[src/rtl/fetch_queue_if.sv]
// Fetch-stage bundle: redirect input, instruction-memory req/ack port and decode valid/ready port.
interface fetch_queue_if #(
    parameter int WIDTH = 16
);
    logic             redirect;
    logic [WIDTH-1:0] redirect_pc;
    logic             imem_req;
    logic [WIDTH-1:0] imem_addr;
    logic             imem_ack;
    logic [WIDTH-1:0] imem_rdata;
    logic             inst_valid;
    logic             inst_ready;
    logic [WIDTH-1:0] inst;
    logic [WIDTH-1:0] inst_pc;
    logic [WIDTH-1:0] inst_seq_pc;

    modport master (
        input  redirect, redirect_pc, imem_ack, imem_rdata, inst_ready,
        output imem_req, imem_addr, inst_valid, inst, inst_pc, inst_seq_pc
    );

    modport slave (
        output redirect, redirect_pc, imem_ack, imem_rdata, inst_ready,
        input  imem_req, imem_addr, inst_valid, inst, inst_pc, inst_seq_pc
    );
endinterface

[src/rtl/fetch_queue.sv]
// Fetch stage: one outstanding imem read at a time, responses queued with their PC for decode.
// Define FETCH_BYPASS_EN to forward an accepted response straight to decode when the queue is empty.
//
// state | meaning
// IDLE  | may issue a read at fetch_pc when the queue has room
// WAIT  | read outstanding, response will be queued
// DROP  | read outstanding but flushed by a redirect, response discarded
module fetch_queue #(
    parameter int unsigned      WIDTH    = 16,
    parameter int unsigned      DEPTH    = 4,
    parameter int unsigned      INC      = 2,
    parameter logic [WIDTH-1:0] RESET_PC = '0
) (
    input logic          clk,
    input logic          rst,
    fetch_queue_if.master bus
);
    localparam int PW = $clog2(DEPTH);
    localparam int CW = PW + 1;

    typedef enum logic [1:0] {IDLE, WAIT, DROP} state_t;

    state_t           state;
    state_t           state_nxt;
    logic [WIDTH-1:0] fetch_pc;
    logic [WIDTH-1:0] req_pc;
    logic [CW-1:0]    count;
    logic [PW-1:0]    rd_ptr;
    logic [PW-1:0]    wr_ptr;
    logic [WIDTH-1:0] mem_inst [DEPTH];
    logic [WIDTH-1:0] mem_pc   [DEPTH];

    logic             issue;
    logic             accept;
    logic             push;
    logic             pop;
    logic             bypass_hit;
    logic             not_empty;
    logic [WIDTH-1:0] head_pc;

    assign not_empty = (count != '0);

    always_ff @(posedge clk or negedge rst) begin
        if (!rst) begin
            state <= IDLE;
        end else begin
            state <= state_nxt;
        end
    end

    always_comb begin
        state_nxt = state;
        case (state)
            IDLE: if (issue) state_nxt = WAIT;
            WAIT: begin
                if (bus.imem_ack)     state_nxt = IDLE;
                else if (bus.redirect) state_nxt = DROP;
            end
            DROP: if (bus.imem_ack) state_nxt = IDLE;
            default: state_nxt = IDLE;
        endcase
    end

    // rst gates issue so imem_req drops immediately on an asynchronous reset
    always_comb begin
        issue  = 1'b0;
        accept = 1'b0;
        case (state)
            IDLE:    issue  = rst && (count < CW'(DEPTH)) && !bus.redirect;
            WAIT:    accept = bus.imem_ack && !bus.redirect;
            default: ;
        endcase
    end

`ifdef FETCH_BYPASS_EN
    assign bypass_hit = accept && !not_empty;
`else
    assign bypass_hit = 1'b0;
`endif

    // a bypassed response that decode takes in the same cycle never enters the queue
    assign push = accept && !(bypass_hit && bus.inst_ready);
    assign pop  = not_empty && bus.inst_ready && !bus.redirect;

    assign bus.imem_req    = issue;
    assign bus.imem_addr   = fetch_pc;
    assign bus.inst_valid  = rst && (not_empty || bypass_hit);
    assign bus.inst        = bypass_hit ? bus.imem_rdata : mem_inst[rd_ptr];
    assign head_pc         = bypass_hit ? req_pc : mem_pc[rd_ptr];
    assign bus.inst_pc     = head_pc;
    assign bus.inst_seq_pc = head_pc + WIDTH'(INC);

    always_ff @(posedge clk or negedge rst) begin
        if (!rst) begin
            fetch_pc <= RESET_PC;
            req_pc   <= '0;
            count    <= '0;
            rd_ptr   <= '0;
            wr_ptr   <= '0;
        end else if (bus.redirect) begin
            fetch_pc <= bus.redirect_pc;
            count    <= '0;
            rd_ptr   <= '0;
            wr_ptr   <= '0;
        end else begin
            if (issue) begin
                req_pc   <= fetch_pc;
                fetch_pc <= fetch_pc + WIDTH'(INC);
            end
            if (push) wr_ptr <= wr_ptr + PW'(1);
            if (pop)  rd_ptr <= rd_ptr + PW'(1);
            case ({push, pop})
                2'b10:   count <= count + CW'(1);
                2'b01:   count <= count - CW'(1);
                default: ;
            endcase
        end
    end

    always_ff @(posedge clk) begin
        if (push) begin
            mem_inst[wr_ptr] <= bus.imem_rdata;
            mem_pc[wr_ptr]   <= req_pc;
        end
    end
endmodule

[src/flat_wrapper.sv]
// flat-port wrapper written by rule: the top's interface ports become plain ports
module fetch_queue_flat 
#(
    parameter int unsigned      WIDTH    = 16,
    parameter int unsigned      DEPTH    = 4,
    parameter int unsigned      INC      = 2,
    parameter logic [WIDTH-1:0] RESET_PC = '0
)
  (clk, rst, bus_redirect, bus_redirect_pc, bus_imem_ack, bus_imem_rdata, bus_inst_ready, bus_imem_req, bus_imem_addr, bus_inst_valid, bus_inst, bus_inst_pc, bus_inst_seq_pc);
  fetch_queue_if #(.WIDTH(WIDTH)) bus_i ();
  input logic clk;
  input logic rst;
  input wire logic [$bits(bus_i.redirect)-1:0] bus_redirect;
  input wire logic [$bits(bus_i.redirect_pc)-1:0] bus_redirect_pc;
  input wire logic [$bits(bus_i.imem_ack)-1:0] bus_imem_ack;
  input wire logic [$bits(bus_i.imem_rdata)-1:0] bus_imem_rdata;
  input wire logic [$bits(bus_i.inst_ready)-1:0] bus_inst_ready;
  output wire logic [$bits(bus_i.imem_req)-1:0] bus_imem_req;
  output wire logic [$bits(bus_i.imem_addr)-1:0] bus_imem_addr;
  output wire logic [$bits(bus_i.inst_valid)-1:0] bus_inst_valid;
  output wire logic [$bits(bus_i.inst)-1:0] bus_inst;
  output wire logic [$bits(bus_i.inst_pc)-1:0] bus_inst_pc;
  output wire logic [$bits(bus_i.inst_seq_pc)-1:0] bus_inst_seq_pc;
  assign bus_i.redirect = bus_redirect;
  assign bus_i.redirect_pc = bus_redirect_pc;
  assign bus_i.imem_ack = bus_imem_ack;
  assign bus_i.imem_rdata = bus_imem_rdata;
  assign bus_i.inst_ready = bus_inst_ready;
  assign bus_imem_req = bus_i.imem_req;
  assign bus_imem_addr = bus_i.imem_addr;
  assign bus_inst_valid = bus_i.inst_valid;
  assign bus_inst = bus_i.inst;
  assign bus_inst_pc = bus_i.inst_pc;
  assign bus_inst_seq_pc = bus_i.inst_seq_pc;
  fetch_queue #(.WIDTH(WIDTH), .DEPTH(DEPTH), .INC(INC), .RESET_PC(RESET_PC)) u_core (.clk(clk), .rst(rst), .bus(bus_i));
endmodule
[config.mk]
export PLATFORM = sky130hd
export DESIGN_NAME = fetch_queue_flat
export DESIGN_NICKNAME = d
export VERILOG_FILES = /design/src/rtl/fetch_queue_if.sv /design/src/rtl/fetch_queue.sv /design/src/flat_wrapper.sv
export SDC_FILE = /design/constraint.sdc
export NUM_CORES = 1
export LEC_CHECK = 0
export ABC_AREA = 1
export BUFFER_PORTS_ARGS = -buffer_cell sky130_fd_sc_hd__buf_2
export CELL_PAD_IN_SITES_DETAIL_PLACEMENT = 0
export CELL_PAD_IN_SITES_GLOBAL_PLACEMENT = 1
export CORE_UTILIZATION = 49
export DETAILED_ROUTE_END_ITERATION = 8
export HOLD_SLACK_MARGIN = 0.15
export PLACE_DENSITY = 0.88
export SLEW_MARGIN = 20
export SYNTH_ARGS = -nofsm -noshare
export SYNTH_HDL_FRONTEND = slang
export SYNTH_SLANG_ARGS = --single-unit
[constraint.sdc]
create_clock -name clk -period 4.1 [get_ports clk]
set_input_delay 0.82 -clock clk [delete_from_list [all_inputs] [get_ports clk]]
set_output_delay 0.82 -clock clk [all_outputs]
set_load 0.02 [all_outputs]
# Word level (Yosys, flattened, before mapping)
# Memories as Yosys holds them, arrays and structs flattened.
# Index checks and enable logic that the tools add are counted.
# word_totals
regBits	41
mem_bits_rw	128
output_inout_bits	66
word_cells	55
memories	2
# memory_table
memory	words	width	rd	rd_clocked_by_memory_dff	wr	line	source
u_core.mem_inst	4	16	1	0	1	fetch_queue.sv:30	logic [WIDTH-1:0] mem_inst [DEPTH];
u_core.mem_pc	4	16	1	0	1	fetch_queue.sv:31	logic [WIDTH-1:0] mem_pc [DEPTH];
# op_classes
add_sub_neg	6
n_lt_le_gt_ge	1
n_eq_ne	7
muxes	17
bitwise	1
reduce_logical	15
# ops
cell	count
adder 16 x 2 -> 16 bit (second input constant)	2
2-to-1 mux 16 bit	2
2-to-1 mux 2 bit	8
logical AND 1 bit	6
case mux 2 bit (3 select lines)	1
case mux 3 bit (2 select lines)	1
nonzero test 2 bit	3
nonzero test 3 bit	2
adder 2 x 1 -> 2 bit (second input constant)	2
equality test 2 x 1 -> 1 bit (second input constant)	2
equality test 2 bit (second input constant)	2
2-to-1 mux 1 bit	4
!= test 2 bit (second input constant)	2
adder 3 x 1 -> 3 bit (second input constant)	1
less-than comparator 3 bit (second input constant)	1
2-to-1 mux 3 bit	1
!= test 3 bit (second input constant)	1
AND reduction 3 bit	1
subtractor 3 x 1 -> 3 bit (second input constant)	1
zero test 2 bit	1
AND reduction 2 bit	1
zero test 1 bit	1
inverter 1 bit	1

# Depth between registers and ports, before layout
# depth
ltp_word	6
mapped_depth	13
mapped_depth_nobuf	11

# Worst setup path after synthesis
# No wires, ideal clock.
# synth_path
path_type	in2reg
from	in bus_imem_ack
to	mem u_core.mem_inst[0][0], enable pin
arrival_ps	2502
required_time_ps	3679
setup_slack_ps	1177
stages	4
n_path_buf	0
path_cell_list	nand2_1 -> nor2_1 -> inv_1 -> nor2_1
# synth_between
elab_chain_len	4
# synth_lines
item	line	source
start: declaration	flat_wrapper.sv:15	input wire logic [$bits(bus_i.imem_ack)-1:0] bus_imem_ack;
logical AND 1 bit	fetch_queue.sv:70	WAIT: accept = bus.imem_ack && !bus.redirect;
2-to-1 mux 1 bit	fetch_queue.sv:68	case (state)
2-to-1 mux 1 bit	fetch_queue.sv:121	if (push) begin
2-to-1 mux 1 bit (implied by the code)	fetch_queue.sv:122	mem_inst[wr_ptr] <= bus.imem_rdata;
end: declaration	fetch_queue.sv:30	
# Every way passes these cells.

# Worst setup path in the final report
# layout_path
from	reg u_core.rd_ptr[0]
to	out bus_inst_seq_pc[7]
# layout_between
elab_chain_len	2
# layout_lines
item	line	source
start: declaration	fetch_queue.sv:28	logic [PW-1:0] rd_ptr;
start signal: assignment	fetch_queue.sv:111	if (pop) rd_ptr <= rd_ptr + PW'(1);
memory read (4 x 16 bit)	n/a	
adder 16 x 2 -> 16 bit	fetch_queue.sv:91	assign bus.inst_seq_pc = head_pc + WIDTH'(INC);
end: declaration	flat_wrapper.sv:23	output wire logic [$bits(bus_i.inst_seq_pc)-1:0] bus_inst_seq_pc;
# Every way passes these cells.

==> run metrics <==
CTS tree=done; Resize count post-CTS=0; CTS buffer count=17; pwr dens=606.7 mW/mm²; hold slack final=0.5177 ns; Avg WL per Cell=15.63 µm; RSZ-0062 raised after global routing=no; failing checks=design-rule violations; Area Overhead vs Synth=16.16%; gr usage total=21.00%; die area=0.01571 mm²; CP Data Arrival Time=2.77 ns; Min-Delay Path Class=register to register; initial antenna violation count=0; GPL Wtd Cong=0.7958; Seq cells post-synth=169; Crit. End Element=output port; largest net degree at the start of global routing=66; Fillers=1226; Layout Nets=842; GR Overflow Total=0; crit share post-route=87.56%; Horiz. Die Dim=125.3 µm; final wirelength=15540 µm; worst-margin pin slew=1.071 ns; vias in the first global route=5085; Slew Viols, Final=0; Yosys cell types=33; final setup fails=0; global-route wire length before repair=25230 µm; Max VDD drop=356.0 µV; syn_nets=742; Fin. Hold Viols=0; GR Layer Usage met2=34.64%; leakage dissipation=3.520 nW; gr busiest metal=met2; Setup crit start kind=register; DR vias=5250; setup repair bufs after CTS=0; fmax=278.5 MHz; fin crit period=3.590 ns; Syn. warnings=0; core area=0.01470 mm²; Post-Synthesis Cells=698; crit path max fanout=41; commonest non-fill, non-tap cells in the layout=177 x nand2_1, 128 x edfxtp_1, 102 x buf_2; Initial Util=50.72%; post-synthesis sequential area ratio=65.32%; Hold-fix buffers, CTS=0; DP Area=0.008099 mm²; met1 GRT Util=27.67%; Initial DRT Pass Iterations=9; Post-Layout Cell Count=994; mean post-synth cell area=10.68 µm²; Remaining DRCs=2; WP data required=3.28 ns; Root Driver=clkbuf_16; Final Skew=0.009580 ns; Via density=5.282; port bufs=102; setup_tns=0 ns; Reg clk slew, reported paths=0.06 ns; worst setup path class=register to output port; Synth Cell Area=0.007455 mm²; htree depth=4; clk sinks=169; # Max-Cap Violations=0; Design Area, Final=0.008660 mm²; hpwl dp=10350 µm; met3 Track Usage GR=4.322%; most common cell after layout, fill and taps aside=nand2_1; io pins=103; Ant. Diodes=0; worst relative slew slack=28.40%; CTS max path bufs=2; worst skew pair latency=0.42 ns; layout cells sized above 1=22.22%; die height=125.3 µm; Iter 0 DRT Violations=370; status=finished with violations; Placed Cells=963; post-route ant nets=0; # rows=44
-- registers in the layout (all words and copies together), names as in the netlist --
register              cells
u_core.rd_ptr             2
u_core.bus.imem_addr     16
u_core.count              3
u_core.req_pc            16
u_core.mem_pc            64
u_core.state              2
u_core.mem_inst          64
u_core.wr_ptr             2
-- synth_stat cells --
library cell	instances	share of area (%)
o21ai_1	6	0.40
o22ai_1	18	1.5
inv_2	8	0.40
buf_2	12	0.81
ha_1	6	1.0
nor2_2	7	0.59
buf_6	6	0.91
nor2_4	5	0.76
nand3_1	53	3.6
o41ai_1	1	0.12
nand3_2	2	0.27
fa_1	1	0.27
nand3b_1	1	0.10
xor2_1	8	0.94
o211ai_1	6	0.60
o21ai_0	61	4.1
inv_1	39	2.0
buf_4	4	0.40
clkbuf_1	8	0.40
o221ai_1	3	0.35
and2_1	1	0.084
a21oi_1	4	0.27
nor3_1	3	0.20
nand4_1	9	0.76
dfrtp_1	41	14
nand2_2	12	1.0
nand2_1	177	8.9
buf_8	1	0.20
o21a_1	1	0.10
edfxtp_1	128	52
nor2_1	62	3.1
xnor2_1	3	0.35
a32oi_2	1	0.22
-- power breakdown --
part           internal (mW)  switching, mW  total (mW)
sequential              2.09          0.177        2.26
combinational          0.448           1.03        1.48
clock                  0.894          0.618        1.51
total                   3.43           1.82        5.25
-- area by class of cell --
type | count | area (µm²) | area share [%]
sequential | 169 | 4871 | 56.25
clock buffer | 20 | 436.7 | 5.043
multi-input combinational | 451 | 2236 | 25.82
inverter | 47 | 176.4 | 2.037
clock inverter | 11 | 123.9 | 1.430
timing repair buffer | 112 | 585.6 | 6.762
tap | 184 | 230.2 | 2.659
-- metal layers --
metal / up-vias / wire length (µm)
li1: 2595 / -
met1: 2466 / 6914
met2: 170 / 7567
met3: 19 / 814
met4: 0 / 244
met5: - / 0
-- cells by family (layout without fill, tap and decap cells) --
group / after synthesis / in the layout / share of synthesized area (%)
AOI/OAI and AO/OA: 101 / 101 / 7.671
xor gates and xnor gates: 11 / 11 / 1.292
adders and majority gates: 7 / 7 / 1.276
buffers and inverters: 78 / 190 / 5.086
DFF: 169 / 169 / 65.32
and+or+nand+nor: 332 / 332 / 19.35
-- worst max-delay path, stage by stage (launching register included) --
cell and delay [ns]:
dfrtp_2 0.40, inv_2 0.52, nand2_1 0.19, nand2_1 0.12, nand2_1 0.07, nand2_1 0.13
ha_1 0.19, nand2_1 0.12, nor2_2 0.23, xor2_1 0.19, buf_2 0.19
-- final timing paths --
path                       slack, ns                    startpoint                                   end  cells past startpoint
max                             0.51  u_core.rd_ptr[0]$_DFFE_PN0P_                    bus_inst_seq_pc[7]                     10
min                             0.52  u_core.req_pc[5]$_DFFE_PN0P_         u_core.mem_pc[1][5]$_DFFE_PP_                      0
min in group asynchronous       0.53                           rst  u_core.bus.imem_addr[12]$_DFFE_PN0N_                      2
min reg2reg                     0.52  u_core.req_pc[5]$_DFFE_PN0P_         u_core.mem_pc[1][5]$_DFFE_PP_                      0
max in group asynchronous       3.16                           rst          u_core.rd_ptr[0]$_DFFE_PN0P_                      2
max reg2reg                     1.80   u_core.state[1]$_DFFE_PN0P_         u_core.mem_pc[2][6]$_DFFE_PP_                      5
-- stage by stage --
step / setup slack (ns) / util, % / total power [mW]
after floorplan: 1.177 / - / 3.319
after global placement: 1.085 / 55.10 / 3.731
after detailed placement: 0.9413 / 55.10 / 3.780
after CTS: 0.4873 / 58.91 / 5.288
after global routing: 0.3010 / 58.91 / 5.536
final: 0.5099 / 58.91 / 5.254
(Power assumes the default switching activity.)
